$ cat config.mk
export PLATFORM = sky130hd
export DESIGN_NAME = imem_debug_loader_flat
export DESIGN_NICKNAME = d
export VERILOG_FILES = /design/src/rtl/dbg_loader_pkg.sv /design/src/rtl/imem_debug_loader_if.sv /design/src/rtl/dbg_word_shifter.sv /design/src/rtl/imem_debug_loader.sv /design/src/flat_wrapper.sv
export SDC_FILE = /design/constraint.sdc
export NUM_CORES = 1
export LEC_CHECK = 0
export BUFFER_PORTS_ARGS = -buffer_cell sky130_fd_sc_hd__clkbuf_2
export CAP_MARGIN = 20
export CORE_MARGIN = 1
export CORE_UTILIZATION = 32
export CTS_BUF_LIST = sky130_fd_sc_hd__clkbuf_8
export CTS_CLUSTER_SIZE = 16
export DETAILED_ROUTE_END_ITERATION = 10
export SETUP_SLACK_MARGIN = 0.4
export SYNTH_ARGS = -nofsm -noshare
export SYNTH_HDL_FRONTEND = slang
export SYNTH_HIERARCHICAL = 1
export SYNTH_SLANG_ARGS = --single-unit
export TNS_END_PERCENT = 1
$ cat constraint.sdc
create_clock -name clk -period 4.29 [get_ports clk]
set_input_delay 0.429 -clock clk [delete_from_list [all_inputs] [get_ports clk]]
set_output_delay 0.429 -clock clk [all_outputs]
set_load 0.02 [all_outputs]
$ cat src/rtl/dbg_loader_pkg.sv
// Shared constants for the instruction-memory debug loader: opcodes, echo codes, FSM encoding.
// ST_ACK exists only when DBG_LOADER_ECHO_EN is defined.
package dbg_loader_pkg;

  localparam logic [7:0] OP_ADDR  = 8'h41;
  localparam logic [7:0] OP_WRITE = 8'h57;
  localparam logic [7:0] OP_READ  = 8'h52;
  localparam logic [7:0] ACK_CODE = 8'h06;
  localparam logic [7:0] NAK_CODE = 8'h15;

  typedef enum logic [2:0] {
    ST_IDLE,
    ST_ARG,
    ST_SETA,
    ST_WR,
    ST_RD_ADDR,
    ST_RD_WAIT,
    ST_SEND
`ifdef DBG_LOADER_ECHO_EN
    , ST_ACK
`endif
  } state_e;

endpackage

$ cat src/rtl/imem_debug_loader_if.sv
// Byte-stream (rx/tx) and instruction-memory debug port bundle for the loader.
// master = loader side, slave = UART/RAM side.
interface imem_debug_loader_if;
  logic [7:0]  rx_data;
  logic        rx_valid;
  logic        rx_ready;
  logic [7:0]  tx_data;
  logic        tx_valid;
  logic        tx_ready;
  logic [31:0] A2;
  logic [31:0] WD2;
  logic [3:0]  WE2;
  logic [31:0] RD2;

  modport master (
    input  rx_data, rx_valid, tx_ready, RD2,
    output rx_ready, tx_data, tx_valid, A2, WD2, WE2
  );

  modport slave (
    output rx_data, rx_valid, tx_ready, RD2,
    input  rx_ready, tx_data, tx_valid, A2, WD2, WE2
  );
endinterface

$ cat src/rtl/dbg_word_shifter.sv
// 32-bit word shifter: bytes shift in little-endian at the top, parallel load,
// bytes shift out LSB first from the bottom. Load wins over either shift.
module dbg_word_shifter (
  input  logic        clk,
  input  logic        rst_n,
  input  logic        shift_in,
  input  logic [7:0]  din,
  input  logic        load,
  input  logic [31:0] load_data,
  input  logic        shift_out,
  output logic [31:0] word,
  output logic [7:0]  dout
);

  logic [31:0] word_q, word_d;

  always_comb begin
    word_d = word_q;
    if (load)           word_d = load_data;
    else if (shift_in)  word_d = {din, word_q[31:8]};
    else if (shift_out) word_d = {8'h00, word_q[31:8]};
  end

  always_ff @(posedge clk or negedge rst_n) begin
    if (!rst_n) word_q <= '0;
    else        word_q <= word_d;
  end

  assign word = word_q;
  assign dout = word_q[7:0];

endmodule

$ cat src/rtl/imem_debug_loader.sv
// Byte-command loader for the instruction-memory debug port ('A' set pointer, 'W' write, 'R' read).
// Optional DBG_LOADER_ECHO_EN: ACK/NAK byte returned after 'A'/'W' and after errors.
module imem_debug_loader
  import dbg_loader_pkg::*;
#(
  parameter int DEPTH_WORDS    = 4096,
  parameter int TIMEOUT_CYCLES = 1000000
) (
  input  logic                clk,
  input  logic                rst_n,
  imem_debug_loader_if.master bus,
  output logic                cpu_hold,
  output logic                cmd_err
);

  localparam int PTR_W = $clog2(DEPTH_WORDS);
  localparam int TMO_W = $clog2(TIMEOUT_CYCLES + 1);
  localparam logic [TMO_W-1:0] TMO_LAST = TMO_W'(TIMEOUT_CYCLES - 1);

`ifdef DBG_LOADER_ECHO_EN
  localparam state_e ST_DONE = ST_ACK;
`else
  localparam state_e ST_DONE = ST_IDLE;
`endif

  state_e           state_q, state_d;
  logic [PTR_W-1:0] ptr_q, ptr_d;
  logic [1:0]       cnt_q, cnt_d;
  logic [TMO_W-1:0] tmo_q, tmo_d;
  logic [31:0]      a2_q, a2_d;
  logic [31:0]      wd_q, wd_d;
  logic [3:0]       we_q, we_d;
  logic             err_q, err_d;
  logic             is_wr_q, is_wr_d;
`ifdef DBG_LOADER_ECHO_EN
  logic [7:0]       resp_q, resp_d;
`endif

  logic        sh_in, sh_load, sh_out;
  logic [31:0] sh_word;
  logic [7:0]  sh_byte;
  logic        rx_fire, tx_fire;
  logic        unused_arg;

  // One shifter serves both the argument assembly and the read-back serializer.
  dbg_word_shifter u_shift (
    .clk       (clk),
    .rst_n     (rst_n),
    .shift_in  (sh_in),
    .din       (bus.rx_data),
    .load      (sh_load),
    .load_data (bus.RD2),
    .shift_out (sh_out),
    .word      (sh_word),
    .dout      (sh_byte)
  );

  assign bus.rx_ready = (state_q == ST_IDLE) || (state_q == ST_ARG);
`ifdef DBG_LOADER_ECHO_EN
  assign bus.tx_valid = (state_q == ST_SEND) || (state_q == ST_ACK);
  assign bus.tx_data  = (state_q == ST_ACK) ? resp_q : sh_byte;
`else
  assign bus.tx_valid = (state_q == ST_SEND);
  assign bus.tx_data  = sh_byte;
`endif
  assign bus.A2   = a2_q;
  assign bus.WD2  = wd_q;
  assign bus.WE2  = we_q;
  assign cpu_hold = (state_q != ST_IDLE);
  assign cmd_err  = err_q;

  assign rx_fire    = bus.rx_valid && bus.rx_ready;
  assign tx_fire    = bus.tx_valid && bus.tx_ready;
  assign unused_arg = ^sh_word;

  always_comb begin
    state_d = state_q;
    ptr_d   = ptr_q;
    cnt_d   = cnt_q;
    tmo_d   = tmo_q;
    a2_d    = a2_q;
    wd_d    = wd_q;
    we_d    = 4'h0;
    err_d   = 1'b0;
    is_wr_d = is_wr_q;
    sh_in   = 1'b0;
    sh_load = 1'b0;
    sh_out  = 1'b0;
`ifdef DBG_LOADER_ECHO_EN
    resp_d  = resp_q;
`endif
    case (state_q)
      ST_IDLE: begin
        if (rx_fire) begin
          cnt_d = 2'd0;
          tmo_d = '0;
          case (bus.rx_data)
            OP_ADDR, OP_WRITE: begin
              is_wr_d = (bus.rx_data == OP_WRITE);
              state_d = ST_ARG;
            end
            OP_READ: begin
              a2_d    = 32'({ptr_q, 2'b00});
              state_d = ST_RD_ADDR;
            end
            default: begin
              err_d   = 1'b1;
              state_d = ST_DONE;
`ifdef DBG_LOADER_ECHO_EN
              resp_d  = NAK_CODE;
`endif
            end
          endcase
        end
      end
      ST_ARG: begin
        if (rx_fire) begin
          sh_in = 1'b1;
          cnt_d = cnt_q + 2'd1;
          tmo_d = '0;
          if (cnt_q == 2'd3) begin
            if (is_wr_q) begin
              // Assemble the final word from the byte being accepted this cycle.
              we_d    = 4'hF;
              wd_d    = {bus.rx_data, sh_word[31:8]};
              a2_d    = 32'({ptr_q, 2'b00});
              state_d = ST_WR;
            end else begin
              state_d = ST_SETA;
            end
          end
        end else if (tmo_q == TMO_LAST) begin
          err_d   = 1'b1;
          state_d = ST_DONE;
`ifdef DBG_LOADER_ECHO_EN
          resp_d  = NAK_CODE;
`endif
        end else begin
          tmo_d = tmo_q + TMO_W'(1);
        end
      end
      ST_SETA: begin
        ptr_d   = sh_word[PTR_W+1:2];
        state_d = ST_DONE;
`ifdef DBG_LOADER_ECHO_EN
        resp_d  = ACK_CODE;
`endif
      end
      ST_WR: begin
        ptr_d   = ptr_q + PTR_W'(1);
        state_d = ST_DONE;
`ifdef DBG_LOADER_ECHO_EN
        resp_d  = ACK_CODE;
`endif
      end
      ST_RD_ADDR: state_d = ST_RD_WAIT;
      ST_RD_WAIT: begin
        sh_load = 1'b1;
        cnt_d   = 2'd0;
        state_d = ST_SEND;
      end
      ST_SEND: begin
        if (tx_fire) begin
          sh_out = 1'b1;
          cnt_d  = cnt_q + 2'd1;
          if (cnt_q == 2'd3) begin
            ptr_d   = ptr_q + PTR_W'(1);
            state_d = ST_IDLE;
          end
        end
      end
`ifdef DBG_LOADER_ECHO_EN
      ST_ACK: if (tx_fire) state_d = ST_IDLE;
`endif
      default: state_d = ST_IDLE;
    endcase
  end

  always_ff @(posedge clk or negedge rst_n) begin
    if (!rst_n) begin
      state_q <= ST_IDLE;
      ptr_q   <= '0;
      cnt_q   <= 2'd0;
      tmo_q   <= '0;
      a2_q    <= '0;
      wd_q    <= '0;
      we_q    <= 4'h0;
      err_q   <= 1'b0;
      is_wr_q <= 1'b0;
`ifdef DBG_LOADER_ECHO_EN
      resp_q  <= 8'h00;
`endif
    end else begin
      state_q <= state_d;
      ptr_q   <= ptr_d;
      cnt_q   <= cnt_d;
      tmo_q   <= tmo_d;
      a2_q    <= a2_d;
      wd_q    <= wd_d;
      we_q    <= we_d;
      err_q   <= err_d;
      is_wr_q <= is_wr_d;
`ifdef DBG_LOADER_ECHO_EN
      resp_q  <= resp_d;
`endif
    end
  end

endmodule

$ cat src/flat_wrapper.sv
// flat-port wrapper written by rule: the top's interface ports become plain ports
module imem_debug_loader_flat import dbg_loader_pkg::*;
#(
  parameter int DEPTH_WORDS    = 4096,
  parameter int TIMEOUT_CYCLES = 1000000
)
  (clk, rst_n, cpu_hold, cmd_err, bus_rx_data, bus_rx_valid, bus_tx_ready, bus_RD2, bus_rx_ready, bus_tx_data, bus_tx_valid, bus_A2, bus_WD2, bus_WE2);
  imem_debug_loader_if bus_i ();
  input  logic clk;
  input  logic rst_n;
  output logic cpu_hold;
  output logic cmd_err;
  input wire logic [$bits(bus_i.rx_data)-1:0] bus_rx_data;
  input wire logic [$bits(bus_i.rx_valid)-1:0] bus_rx_valid;
  input wire logic [$bits(bus_i.tx_ready)-1:0] bus_tx_ready;
  input wire logic [$bits(bus_i.RD2)-1:0] bus_RD2;
  output wire logic [$bits(bus_i.rx_ready)-1:0] bus_rx_ready;
  output wire logic [$bits(bus_i.tx_data)-1:0] bus_tx_data;
  output wire logic [$bits(bus_i.tx_valid)-1:0] bus_tx_valid;
  output wire logic [$bits(bus_i.A2)-1:0] bus_A2;
  output wire logic [$bits(bus_i.WD2)-1:0] bus_WD2;
  output wire logic [$bits(bus_i.WE2)-1:0] bus_WE2;
  assign bus_i.rx_data = bus_rx_data;
  assign bus_i.rx_valid = bus_rx_valid;
  assign bus_i.tx_ready = bus_tx_ready;
  assign bus_i.RD2 = bus_RD2;
  assign bus_rx_ready = bus_i.rx_ready;
  assign bus_tx_data = bus_i.tx_data;
  assign bus_tx_valid = bus_i.tx_valid;
  assign bus_A2 = bus_i.A2;
  assign bus_WD2 = bus_i.WD2;
  assign bus_WE2 = bus_i.WE2;
  imem_debug_loader #(.DEPTH_WORDS(DEPTH_WORDS), .TIMEOUT_CYCLES(TIMEOUT_CYCLES)) u_core (.clk(clk), .rst_n(rst_n), .bus(bus_i), .cpu_hold(cpu_hold), .cmd_err(cmd_err));
endmodule
==> impl_metrics.toml, run 1 <==
[outcome]
status = "complete, but fails checks"
violations = "DRC"

[sta]
timing.hold.ws_ns = 0.0694
finalSetupTns_ns = 0
slew_violations = 0
final.min_clock_period_ns = 3.00
worstMarginPinSlew_ns = 0.913
hold_violations = 0
fin_skew_ns = 0.0111
setup_viol = 0
rsz0062_at_grt = "no"
fin_crit_sh_pct = 69.9
timing.fmax_ghz = 0.333
relSlewSlack_pct = 39.1

[cts]
numCtsBuffers = 17
cts_root_buf = "clkbuf_8"
cts_setup_buffers = 0
path_clk_slew_ns = 0.07
clk_path_buf_depth = 2
cts_tree = "yes"
cts_resized = 0
clk_latency_ns = 0.43
hold_buffers = 0
clock_sinks = 116
htreeDepth = 4

[yosys]
synth_area_per_cell_sq_um = 10.9
synth_area_sq_um = 6340
syn_inst = 581
yosysWarnings = 6

[worst_setup_path]
rr_worst_depth = 5
path_cells = "nor3b_4 -> and2_1 -> buf_4 -> or2_1 -> a221o_1"
crit_type = "flop to flop"
cp.depth = 5
cpLargestDelayFamily = "simple AND/OR/NAND/NOR gates"
required_ns = 4.65
cp-start-kind = "flop"
slowest_delay_ns = 0.77
critPathBufInv = 1
crit_arrival_ns = 3.36
path_max_fanout = 41
endpoint_kind = "flop"
crit_slowest_cell = "or2_1"

[global_route]
use_met2_pct = 23.2
grt_pass1_wl_um = 24500
grtUsageMet3_pct = 4.36
met1_usage_pct = 22.2
antenna_found_initial = 0
grt_max_degree = 89
busiest_layer = "met2"
grt_pass1_vias = 4537
grt_usage_pct = 15.9
grt_overflow = 0

[route]
drc = 2
wl_um = 15400
dr.pass1.iters = 10
routedWlPerCell_um = 16.5
drt_first_iter_violations = 302
num_vias = 4781
detail-route-antenna-nets = 0
viasPerCell = 5.11

[power_and_ir_drop]
finalPower_mw = 3.86
ir_drop_uv = 262
power_density_nw_per_um2 = 536
p_leak_nw = 3.29

[cells_and_area]
num-nets-final = 705
area_delta_synth_final_pct = 13.6
final_cell_mix = "dfrtp_1, clkbuf_2, a21oi_1"
postLayoutCellArea_sq_um = 7200
drive_gt1_share_pct = 30.0
final_cells = 936
layout_commonest_cell = "dfrtp_1"
n_antenna_cell = 0

[floorplan]
fp-row-count = 51
die_y_um = 143
io_pins = 124
start_util_pct = 32.6
die_x_um = 143
dieArea_sq_um = 20400
core_sq_um = 19500

[placed_design]
placed_cells_incl_taps = 904
place_congestion = 0.812
placed_cell_area_sq_um = 6810
io_buffer_count = 103
dpl.hpwl_um = 10600

[hold_path]
hp-class = "input port to asynchronous set/reset pin"

[run]
cap_violations = 0
-- layer usage --
layer	vias to the layer above	part of all wire, %
met5	-	0
met4	0	1.7
met3	20	4.6
met2	160	45
met1	2330	49
li1	2271	-
-- layout make-up --
type / count / area, sq um
clock buffer: 20 / 275
clock inverter: 12 / 113
fill: 1964 / 12300
inverter: 9 / 33.8
multi-input combinational: 403 / 2970
sequential: 116 / 2900
tap: 265 / 332
timing repair buffer: 111 / 578
-- sequential cells by signal, indices dropped and copies added (netlist names) --
signal	count
u_core/bus.A2	12
u_core/ptr_q	12
u_core/bus.WE2	1
u_core/u_shift/word	32
u_core/tmo_q	20
u_core/is_wr_q	1
u_core/bus.WD2	32
u_core/cmd_err	1
u_core/state_q	3
u_core/cnt_q	2
-- path summary, 6_finish.rpt --
check | startpoint | endpoint | slack [ns]
min | rst_n | u_core/bus.A2[5] | 0.07
max reg2reg | u_core/state_q[1] | u_core/u_shift/word[7] | 1.29
max | u_core/state_q[1] | u_core/u_shift/word[7] | 1.29
max in group asynchronous | rst_n | u_core/bus.WD2[8] | 3.32
min reg2reg | u_core/bus.A2[2] | u_core/bus.A2[2] | 0.51
min in group clk | bus_RD2[30] | u_core/u_shift/word[30] | 0.24
-- report_power, final --
group | leakage (nW) | total (mW) | internal, mW | switching (mW)
clock | 0.206 | 0.995 | 0.551 | 0.444
sequential | 1.53 | 1.66 | 1.33 | 0.325
combinational | 1.55 | 1.21 | 0.556 | 0.654
-- through the flow --
step	worst slack (ns)	util, %
floorplan	2.29	-
global placement	1.34	35.0
detailed placement	1.31	35.0
CTS	1.28	37.0
global route	1.08	37.0
finish	1.29	37.0
-- worst register-to-register path, delay by kind of cell (launching register included) --
family | cells | cell delay (ns)
buf+inv | 1 | 0.37
flops | 1 | 0.64
compound gates | 1 | 0.28
simple gates | 3 | 1.63
(Power assumes the default switching activity.)
==> inputs of run 2 (changes only) <==
==> constraint.sdc (replaced) <==
create_clock -name clk -period 2.9 [get_ports clk]
set_input_delay 0.29 -clock clk [delete_from_list [all_inputs] [get_ports clk]]
set_output_delay 0.29 -clock clk [all_outputs]
set_load 0.02 [all_outputs]
==> impl_metrics.toml, run 2 (same netlist as run 1, synthesis figures left out) <==
[global_route]
grt_max_degree = 89
antenna_found_initial = 0
grt_usage_pct = 15.9
grt_pass1_vias = 4525
grt_pass1_wl_um = 24600
grt_overflow = 0

[worst_setup_path]
slowest_delay_ns = 0.55
required_ns = 3.24
r2r_start = "u_core/tmo_q[0]"
r2r_end = "u_core/tmo_q[9]"
path_cells = "ha_1 -> and4_1 -> nand4_2 -> o21ai_4 -> o311ai_0 -> o41ai_1"
crit_arrival_ns = 2.53
rr_worst_depth = 6
cp-start-kind = "flop"
cp-startpoint = "u_core/tmo_q[0]"
crit_type = "flop to flop"
crit_slowest_cell = "o21ai_4"
path_max_fanout = 27
endpoint_kind = "flop"
reg2reg_slack_ns = 0.71

[power_and_ir_drop]
p_leak_nw = 3.35
power_density_nw_per_um2 = 803
ir_drop_uv = 330

[sta]
timing.fmax_ghz = 0.456
setup_viol = 0
timing.hold.ws_ns = 0.0906
fin_crit_sh_pct = 75.6
finalSetupTns_ns = 0
slew_violations = 0
fin_skew_ns = 0.0110
rsz0062_at_grt = "no"
worstMarginPinSlew_ns = 0.789
final.min_clock_period_ns = 2.19
relSlewSlack_pct = 47.4
hold_violations = 0

[route]
wl_um = 15500
detail-route-antenna-nets = 0
drt_first_iter_violations = 305
num_vias = 4797
viasPerCell = 5.10
routedWlPerCell_um = 16.5
drc = 2
dr.pass1.iters = 8

[cells_and_area]
drive_gt1_share_pct = 29.6
fillers = 1960
num-nets-final = 710
layout_commonest_cell = "dfrtp_1"
area_delta_synth_final_pct = 15.3
final_cell_mix = "dfrtp_1, clkbuf_2, a21oi_1"
n_antenna_cell = 0

[hold_path]
hp-start = "bus_RD2[13]"
min_path_cells = 2
hp-class = "input port to flop"
hold_path_end = "u_core/u_shift/word[13]"

[cts]
hold_buffers = 1
cts_resized = 0
path_clk_slew_ns = 0.07
cts_root_buf = "clkbuf_8"
htreeDepth = 4
cts_tree = "yes"
numCtsBuffers = 17
clk_latency_ns = 0.44
cts_setup_buffers = 0
clk_path_buf_depth = 2
clock_sinks = 116

[floorplan]
die_y_um = 143
core_sq_um = 19500
start_util_pct = 32.6
fp-row-count = 51
io_pins = 124
dieArea_sq_um = 20400
die_x_um = 143

[placed_design]
dpl.hpwl_um = 10800
place_congestion = 0.810
io_buffer_count = 103

[outcome]
status = "complete, but fails checks"
violations = "DRC"

[run]
cap_violations = 0
## run 2: cell type report
cell class | instances | area, sq um | share of cell area (%)
Multi-Input combinational cell | 403 | 2970 | 40.6
Clock buffer | 22 | 303 | 4.14
Clock inverter | 9 | 113 | 1.54
Inverter | 9 | 33.8 | 0.462
Tap cell | 265 | 332 | 4.54
Sequential cell | 116 | 2900 | 39.7
Timing Repair Buffer | 116 | 656 | 8.97
## run 2: critical path, delay by kind of cell, from the launching register on
family | cells | cell delay, ns
DFF | 1 | 0.40
AOI/OAI and AO/OA | 3 | 0.90
and+or+nand+nor | 2 | 0.56
adders and majority gates | 1 | 0.21
## run 2: power breakdown
| part | leakage (nW) | switching (mW) | total [mW] | internal [mW] |
|---|---|---|---|---|
| Sequential | 1.53 | 0.417 | 2.39 | 1.97 |
| Combinational | 1.59 | 1.04 | 1.91 | 0.871 |
| Clock | 0.233 | 0.627 | 1.57 | 0.942 |
| Total | 3.35 | 2.08 | 5.87 | 3.78 |
## run 2: how the worst max path moves through the flow
stage,cells after the start,endpoint,slack [ns]
floorplan,8,u_core/u_shift/word[10],0.90
global placement,7,u_core/u_shift/word[19],0.77
detailed placement,6,u_core/tmo_q[9],0.74
CTS,6,u_core/tmo_q[9],0.71
global route,6,u_core/tmo_q[9],0.53
finish,6,u_core/tmo_q[9],0.71
## run 2: through the flow
| step | cells | area, sq um | utilization (%) | total power, mW | setup slack (ns) |
|---|---|---|---|---|---|
| after floorplan | 600 | 6410 | - | 3.86 | 0.898 |
| after global placement | 908 | 6880 | 35.4 | 4.31 | 0.770 |
| after detailed placement | 908 | 6880 | 35.4 | 4.34 | 0.738 |
| after CTS | 940 | 7310 | 37.5 | 5.94 | 0.711 |
| after global routing | 940 | 7310 | 37.5 | 6.27 | 0.532 |
| final | 940 | 7310 | 37.5 | 5.87 | 0.707 |
## run 2: metal layers
metal / GRT usage, % / up-vias / routed length (um)
met5: 0 / - / 0
met4: 6.51 / 0 / 201
met3: 3.79 / 18 / 737
met2: 24.6 / 139 / 7260
met1: 21.4 / 2372 / 7290
li1: - / 2268 / -
